**src/rtl/ti_keypad_scanner.sv**
```systemverilog
// ti_keypad_scanner: scans a 4-row x 5-column calculator keypad, debounces each
// press and release, and emits one tiCalc keystroke per physical press.
package ti_keypad_pkg;
  typedef enum logic [3:0] {
    NONE   = 4'd0,
    NUMBER = 4'd1,
    PLUS   = 4'd2,
    MINUS  = 4'd3,
    NEGATE = 4'd4,
    LP     = 4'd5,
    RP     = 4'd6,
    EQUALS = 4'd7,
    CLEAR  = 4'd8
  } opType_t;

  typedef struct packed {
    opType_t    op;
    logic [3:0] num;
  } keyStroke_t;
endpackage

module ti_keypad_scanner
  import ti_keypad_pkg::*;
#(
  parameter int SCAN_DIV = 4,
  parameter int DEBOUNCE = 3
) (
  input  logic       clk,
  input  logic       rst_b,
  input  logic [3:0] row_n,
  output logic [4:0] col_n,
  output keyStroke_t keyOut,
  output logic       unmapped
);

  localparam int            DW         = (SCAN_DIV > 1) ? $clog2(SCAN_DIV) : 1;
  localparam logic [DW-1:0] DWELL_LAST = DW'(SCAN_DIV - 1);
  localparam logic [3:0]    DEB_N      = 4'(DEBOUNCE);

  typedef enum logic [1:0] {
    ST_SCAN,
    ST_DEBOUNCE,
    ST_EMIT,
    ST_WAIT_RELEASE
  } state_t;

  state_t        state_q, state_d;
  logic [3:0]    sync_q;
  logic [3:0]    rs_q;
  logic [DW-1:0] dwell_q, dwell_d;
  logic [4:0]    col_n_q, col_n_d;
  logic [4:0]    key_q, key_d;
  logic [3:0]    cnt_q, cnt_d;
  keyStroke_t    key_out_q, key_out_d;
  logic          unmapped_q, unmapped_d;

  logic          sample;
  logic          any_low;
  logic          match;
  logic [1:0]    row_now;
  logic [4:0]    idx_now;
  logic [4:0]    col_rot;
  logic [3:0]    cnt_inc;
  keyStroke_t    emit_k;

  function automatic keyStroke_t key_map(input logic [4:0] idx);
    keyStroke_t k;
    k.op  = NONE;
    k.num = 4'd0;
    case (idx)
      5'd0:  begin k.op = NUMBER; k.num = 4'd7; end
      5'd1:  begin k.op = NUMBER; k.num = 4'd4; end
      5'd2:  begin k.op = NUMBER; k.num = 4'd1; end
      5'd3:  begin k.op = NUMBER; k.num = 4'd0; end
      5'd4:  begin k.op = NUMBER; k.num = 4'd8; end
      5'd5:  begin k.op = NUMBER; k.num = 4'd5; end
      5'd6:  begin k.op = NUMBER; k.num = 4'd2; end
      5'd7:  k.op = NEGATE;
      5'd8:  begin k.op = NUMBER; k.num = 4'd9; end
      5'd9:  begin k.op = NUMBER; k.num = 4'd6; end
      5'd10: begin k.op = NUMBER; k.num = 4'd3; end
      5'd11: k.op = EQUALS;
      5'd12: k.op = PLUS;
      5'd13: k.op = MINUS;
      5'd14: k.op = LP;
      5'd15: k.op = RP;
      5'd16: k.op = CLEAR;
      default: ;
    endcase
    return k;
  endfunction

  function automatic logic [2:0] col_index(input logic [4:0] cn);
    logic [2:0] c;
    case (cn)
      5'b11101: c = 3'd1;
      5'b11011: c = 3'd2;
      5'b10111: c = 3'd3;
      5'b01111: c = 3'd4;
      default:  c = 3'd0;
    endcase
    return c;
  endfunction

  // Lowest-numbered active row wins when several are low together.
  function automatic logic [1:0] low_row(input logic [3:0] rs);
    logic [1:0] r;
    if (!rs[0])      r = 2'd0;
    else if (!rs[1]) r = 2'd1;
    else if (!rs[2]) r = 2'd2;
    else             r = 2'd3;
    return r;
  endfunction

  always_comb begin
    sample  = (dwell_q == DWELL_LAST);
    any_low = ~&rs_q;
    row_now = low_row(rs_q);
    idx_now = {col_index(col_n_q), row_now};
    match   = any_low && (row_now == key_q[1:0]);
    col_rot = {col_n_q[3:0], col_n_q[4]};
    cnt_inc = cnt_q + 4'd1;

    dwell_d    = sample ? '0 : dwell_q + DW'(1);
    state_d    = state_q;
    col_n_d    = col_n_q;
    key_d      = key_q;
    cnt_d      = cnt_q;
    key_out_d  = '{op: NONE, num: 4'd0};
    unmapped_d = 1'b0;
    emit_k     = '{op: NONE, num: 4'd0};

    case (state_q)
      ST_SCAN: begin
        if (sample) begin
          if (any_low) begin
            key_d   = idx_now;
            cnt_d   = 4'd1;
            state_d = (DEB_N == 4'd1) ? ST_EMIT : ST_DEBOUNCE;
          end else begin
            col_n_d = col_rot;
          end
        end
      end
      ST_DEBOUNCE: begin
        if (sample) begin
          if (match) begin
            cnt_d = cnt_inc;
            if (cnt_inc == DEB_N) state_d = ST_EMIT;
          end else begin
            cnt_d   = 4'd0;
            state_d = ST_SCAN;
            col_n_d = col_rot;
          end
        end
      end
      ST_EMIT: begin
        cnt_d   = 4'd0;
        state_d = ST_WAIT_RELEASE;
      end
      ST_WAIT_RELEASE: begin
        if (sample) begin
          if (!rs_q[key_q[1:0]]) begin
            cnt_d = 4'd0;
          end else if (cnt_inc == DEB_N) begin
            cnt_d   = 4'd0;
            state_d = ST_SCAN;
            col_n_d = col_rot;
          end else begin
            cnt_d = cnt_inc;
          end
        end
      end
      default: state_d = ST_SCAN;
    endcase

    // Load the keystroke on entry so the pulse coincides with the EMIT cycle.
    if (state_d == ST_EMIT) begin
      emit_k     = key_map(key_d);
      key_out_d  = emit_k;
      unmapped_d = (emit_k.op == NONE);
    end
  end

  always_ff @(posedge clk or negedge rst_b) begin
    if (!rst_b) begin
      state_q    <= ST_SCAN;
      sync_q     <= 4'hF;
      rs_q       <= 4'hF;
      dwell_q    <= '0;
      col_n_q    <= 5'b11110;
      key_q      <= 5'd0;
      cnt_q      <= 4'd0;
      key_out_q  <= '{op: NONE, num: 4'd0};
      unmapped_q <= 1'b0;
    end else begin
      state_q    <= state_d;
      sync_q     <= row_n;
      rs_q       <= sync_q;
      dwell_q    <= dwell_d;
      col_n_q    <= col_n_d;
      key_q      <= key_d;
      cnt_q      <= cnt_d;
      key_out_q  <= key_out_d;
      unmapped_q <= unmapped_d;
    end
  end

  assign col_n    = col_n_q;
  assign keyOut   = key_out_q;
  assign unmapped = unmapped_q;

endmodule
```
**config.mk**
```make
export PLATFORM = sky130hd
export DESIGN_NAME = ti_keypad_scanner
export DESIGN_NICKNAME = d
export VERILOG_FILES = /design/src/rtl/ti_keypad_scanner.sv
export SDC_FILE = /design/constraint.sdc
export NUM_CORES = 1
export LEC_CHECK = 0
export CORE_UTILIZATION = 55
export CTS_CLUSTER_SIZE = 12
export DETAILED_ROUTE_END_ITERATION = 6
export PLACE_DENSITY = 0.83
export SYNTH_ARGS = -nofsm -noshare
export SYNTH_HDL_FRONTEND = slang
export SYNTH_SLANG_ARGS = --single-unit
```
**constraint.sdc**
```tcl
create_clock -name clk -period 2.76 [get_ports clk]
set_input_delay 0.414 -clock clk [delete_from_list [all_inputs] [get_ports clk]]
set_output_delay 0.414 -clock clk [all_outputs]
set_load 0.05 [all_outputs]
```
# Yosys cells after proc, flatten, opt, wreduce, memory -nomap -nowiden
# Cells that the tools add are included.
# word_totals
regBits	35
in_bits	6
# classes
n_addsub	2
n_lt_le_gt_ge	1
n_eq_ne	35
mux	40
n_reduce_logical	10
# ops
op	n
$mux W5	10
$eq A5 B4 Y1 const B	9
$pmux W4 S9	1
$mux W4	8
$pmux W4 S8	1
$mux W2	11
$eq A5 B3 Y1 const B	4
$eq A5 B5 Y1 const B	4
$ne A2 B2 Y1 const B	8
$pmux W4 S4	1
$pmux W5 S3	1
$pmux W3 S4	1
$eq A5 B2 Y1 const B	2
$reduce_or A10 Y1	1
$eq A2 B2 Y1 const B	4
$mux W8	1
$pmux W2 S4	1
$reduce_and A4 Y1	2
$reduce_and A8 Y1	1
$eq A5 B1 Y1 const B	1
$logic_not A5 Y1	1
$add A4 B1 Y4 const B	1
$eq A4 B2 Y1 const B	1
$logic_not A4 Y1	1
other kinds (10)	12

# Logic depth before layout (Yosys ltp)
# depth
ltp_word	12
ltp_mapped	9
mapped_depth_nobuf	7

# Worst setup path before layout
# OpenSTA, ideal clock, no wires.
# synth_timing
kind	reg2reg
startpoint	register dwell_q[0]
endpoint	register key_out_q (netlist bit keyOut[6])
setup_time_ns	0.082
t_arrival_ns	1.858
required_ns	2.678
setup_slack_ns	0.820
stages_incl_launch_ff	8
synth_period_minus_slack_ns	1.940
cell_sequence	dfrtp_1 ha_1 buf_4 or3b_4 nor4_4 nor2_2 maj3_2 nor3_2
# synth_rtl
item	line_no	rtl
start, declared	50	logic [DW-1:0] dwell_q, dwell_d;
start signal, assigned	200	dwell_q <= dwell_d;
end signal, assigned	194	key_out_q <= '{op: NONE, num: 4'd0};
end signal, assigned	204	key_out_q <= key_out_d;
end, declared	54	keyStroke_t key_out_q, key_out_d;

==> impl_metrics.csv <==
group,metric,value,unit
logic_synthesis,synth-simple-area-share,0.2014,
critical_path,cp-endpoint,"keyOut[3]",
final_layout,most-common-layout-cells,"23 x dfrtp_1, 19 x clkdlybuf4s50_1, 17 x nand2_1, 12 x dfstp_2",
clock_network,cts_max_level,2,
timing,period_share,0.8646,
floorplanning,fp.dieW,58.54,um
logic_synthesis,synth_top_area_cell,"dfrtp_1",
logic_synthesis,synth.area.mux_share,0.06406,
timing,rsz0062_at_grt,"false",
critical_path,worstSetupPathType,"register to register",
power_and_ir_drop,p_comb_frac,0.240,
critical_path,r2r_start,"dwell_q[0]",
outcome,status,"finished, final reports clean",
final_layout,drive_gt1_frac,0.2458,
timing,clock_skew,0.01577,ns
critical_path,rr_worst_depth,6,
floorplanning,core,0.003053,mm2
timing,slew_viol_final,0,
global_route,grt_overflow_total,0,
clock_network,cts_buffers,5,
detailed_routing,avgViaCountPerCell,5.740,
final_layout,syn2layout_area_growth,16.09,%
critical_path,reg2reg_to,"keyOut[3]",
critical_path,endpoint_kind,"register",
timing,worst_slew_pin_slew,0.5674,ns
critical_path,arrival,2.61,ns
floorplanning,num_rows,20,
global_route,grt_pass1_wl,5554,um
run,drv_cap,0,
placed_design,routabilityCongestion,0.8317,
logic_synthesis,ys_seq_area_frac,0.5068,
logic_synthesis,netlist.area_leader.share,0.3274,
global_route,grt_antenna_before_repair,0,
final_layout,fill_cells,248,
critical_path,crit_chain,"ha_1 > or3b_4 > o21ai_0 > and2_1 > inv_1 > nor4_1",
power_and_ir_drop,total_power,0.001274,W
logic_synthesis,synthCells,156,
final_layout,fin_util,0.6684,
detailed_routing,drtIter0Drc,41,
critical_path,startpoint,"dwell_q[0]",
logic_synthesis,avgSynthCellArea,11.27,um2
logic_synthesis,synth_compound_area_frac,0.1324,
clock_network,cts-root-buf,"clkbuf_4",
critical_path,worstPathRequired,2.98,ns
global_route,grt_max_degree,36,
power_and_ir_drop,p_switching,0.0004438,W
power_and_ir_drop,irDropWorstVdd,0.0003570,V
logic_synthesis,synth_area_leaders,"dfrtp_1 33%, dfstp_2 18%, nand2_1 3.6%, mux2_2 3.2%, ha_1 2.1%",
clock_network,clk_pin_slew,0.10,ns
detailed_routing,drtPass1Iterations,4,
worst_hold_path,min_path_type,"register to register",
placed_design,io_buffers,19,
floorplanning,dieHeight,58.54,um
clock_network,cts_tree,"done",
placed_design,hpwl,2356,um
global_route,first_global_vias,1235,
detailed_routing,routed_wl,3287,um
detailed_routing,route.vias.total,1280,
power_and_ir_drop,clockPowerShare,0.251,
detailed_routing,post_drt_wl_per_cell,14.74,um
logic_synthesis,synthAdderAreaFrac,0.03416,
clock_network,cts_hold_buffers,0,
timing,setup_tns,0,ns
power_and_ir_drop,swShare,0.3484,
final_layout,num-nets-final,187,
final_layout,instances_no_fill,223,
critical_path,start_kind,"register",
logic_synthesis,synthXorXnorAreaFrac,0.01993,
logic_synthesis,synth_top_family_by_area,"simple AND/OR/NAND/NOR gates",
logic_synthesis,syn-num-nets,165,
timing,finalHoldViolCount,0,
timing,max_freq,419.1,MHz
logic_synthesis,synth_edf_count,0,
logic_synthesis,ys_warn_count,0,
critical_path,r2r_setup_slack,0.37,ns
floorplanning,die-area,0.003426,mm2
clock_network,clockBufferDepth,2,
floorplanning,initial_utilization,0.5758,
logic_synthesis,synth.distinct_cells,53,
detailed_routing,ant_nets,0,
clock_network,clkLatencyLatePin,0.34,ns
timing,setup_viol,0,
logic_synthesis,netlist_area,0.001758,mm2
logic_synthesis,synth_flop_cell,"dfrtp_1",
floorplanning,pin_count,20,
clock_network,cts_resized,0,
timing,timing.final.crit_period,2.386,ns
power_and_ir_drop,seq_power_share,0.509,
placed_design,place_inst,215,
clock_network,postCtsSetupRepairBufs,0,
power_and_ir_drop,power.internal,0.0008301,W
logic_synthesis,ys_ff_latch,35,
timing,maxSlewHeadroom,0.6200,
power_and_ir_drop,power.leakage,0.8495,nW
power_and_ir_drop,powerDensity,624.3,mW/mm2
clock_network,cts_sinks,35,
global_route,grt_usage,0.2192,
final_layout,final_common_cell,"dfrtp_1",
critical_path,crit_slowest_cell,"or3b_4",
final_layout,num_antenna_cells,0,
critical_path,critPathMaxFanout,9,
detailed_routing,route.detailed.drc,0,
logic_synthesis,synthArstFlopShare,1.000,
critical_path,slowest_delay,0.46,ns
layer usage:
metal / GRT usage / up-vias / wire, um
met5: 0 / - / 0
met4: 0.09524 / 0 / 56
met3: 0.05275 / 7 / 127
met2: 0.3612 / 33 / 1692
met1: 0.2764 / 622 / 1411
li1: - / 618 / -
final cells by class:
| type | instances | area (um2) | share of cell area |
|---|---|---|---|
| clock buffers | 7 | 65.06 | 0.03188 |
| clock inverters | 1 | 7.507 | 0.003679 |
| inverters | 8 | 30.03 | 0.01471 |
| multi-input cells | 108 | 794.5 | 0.3893 |
| flip-flops and latches | 35 | 890.9 | 0.4365 |
| well taps | 44 | 55.05 | 0.02698 |
| repair buffers | 20 | 197.7 | 0.09687 |
worst min path at each step:
stage | to | slack, ns | cells past startpoint | from
after global routing | rs_q[1] | 0.37 | 0 | sync_q[1]
final | rs_q[0] | 0.36 | 0 | sync_q[0]
after detailed placement | rs_q[1] | 0.35 | 0 | sync_q[1]
after global placement | rs_q[1] | 0.35 | 0 | sync_q[1]
after floorplan | cnt_q[0] | 0.12 | 0 | rst_b
after CTS | rs_q[1] | 0.36 | 0 | sync_q[1]
cell families after synthesis:
| kind of cell | count (synthesis) |
|---|---|
| buffers and inverters | 13 |
| adders and majority gates | 5 |
| muxes | 9 |
| and+or+nand+nor | 58 |
| AOI/OAI and AO/OA | 32 |
| DFF | 35 |
| xor gates and xnor gates | 4 |
per-stage QoR:
| step | setup slack (ns) | area (um2) | hold slack (ns) |
|---|---|---|---|
| floorplan | 0.8205 | 1758 | 0.1184 |
| global placement | 0.5787 | 1968 | 0.3458 |
| detailed placement | 0.4178 | 1968 | 0.3472 |
| CTS | 0.3959 | 2041 | 0.3619 |
| global route | 0.2720 | 2041 | 0.3650 |
| finish | 0.3738 | 2041 | 0.3550 |
synthesized netlist by cell type (all sizes together), types with 4 or more instances:
cell	n
o21ai	5
dfrtp	23
nor3	6
nor2	5
nand3	6
inv	8
mux2	5
buf	5
dfstp	12
and2	4
nand4	7
a21oi	7
nand2	18
flip-flops by register name (all words and copies together), names as in the netlist:
register and flops:
state_q 2, keyOut 8, dwell_q 2, sync_q 4, rs_q 4, cnt_q 4
unmapped 1, col_n 5, key_q 5
power by group through the flow:
stage          clock, W  combinational, W  sequential [W]
2_1_floorplan         0          0.000295        0.000612
3_3_place_gp          0          0.000289        0.000650
3_5_place_dp          0          0.000303        0.000658
4_1_cts        0.000327          0.000306        0.000648
5_1_grt        0.000351          0.000344        0.000659
6_report       0.000320          0.000306        0.000648
critical path: cells and delay by family (launching register included):
| kind | cells | cell delay, ns |
|---|---|---|
| buffers and inverters | 1 | 0.14 |
| AO/OA/AOI/OAI | 1 | 0.24 |
| adder cells (fa/ha/maj) | 1 | 0.33 |
| AND/OR/NAND/NOR | 3 | 1.19 |
| flip-flops | 1 | 0.36 |
No activity file was read; power rests on OpenSTA's default activity.
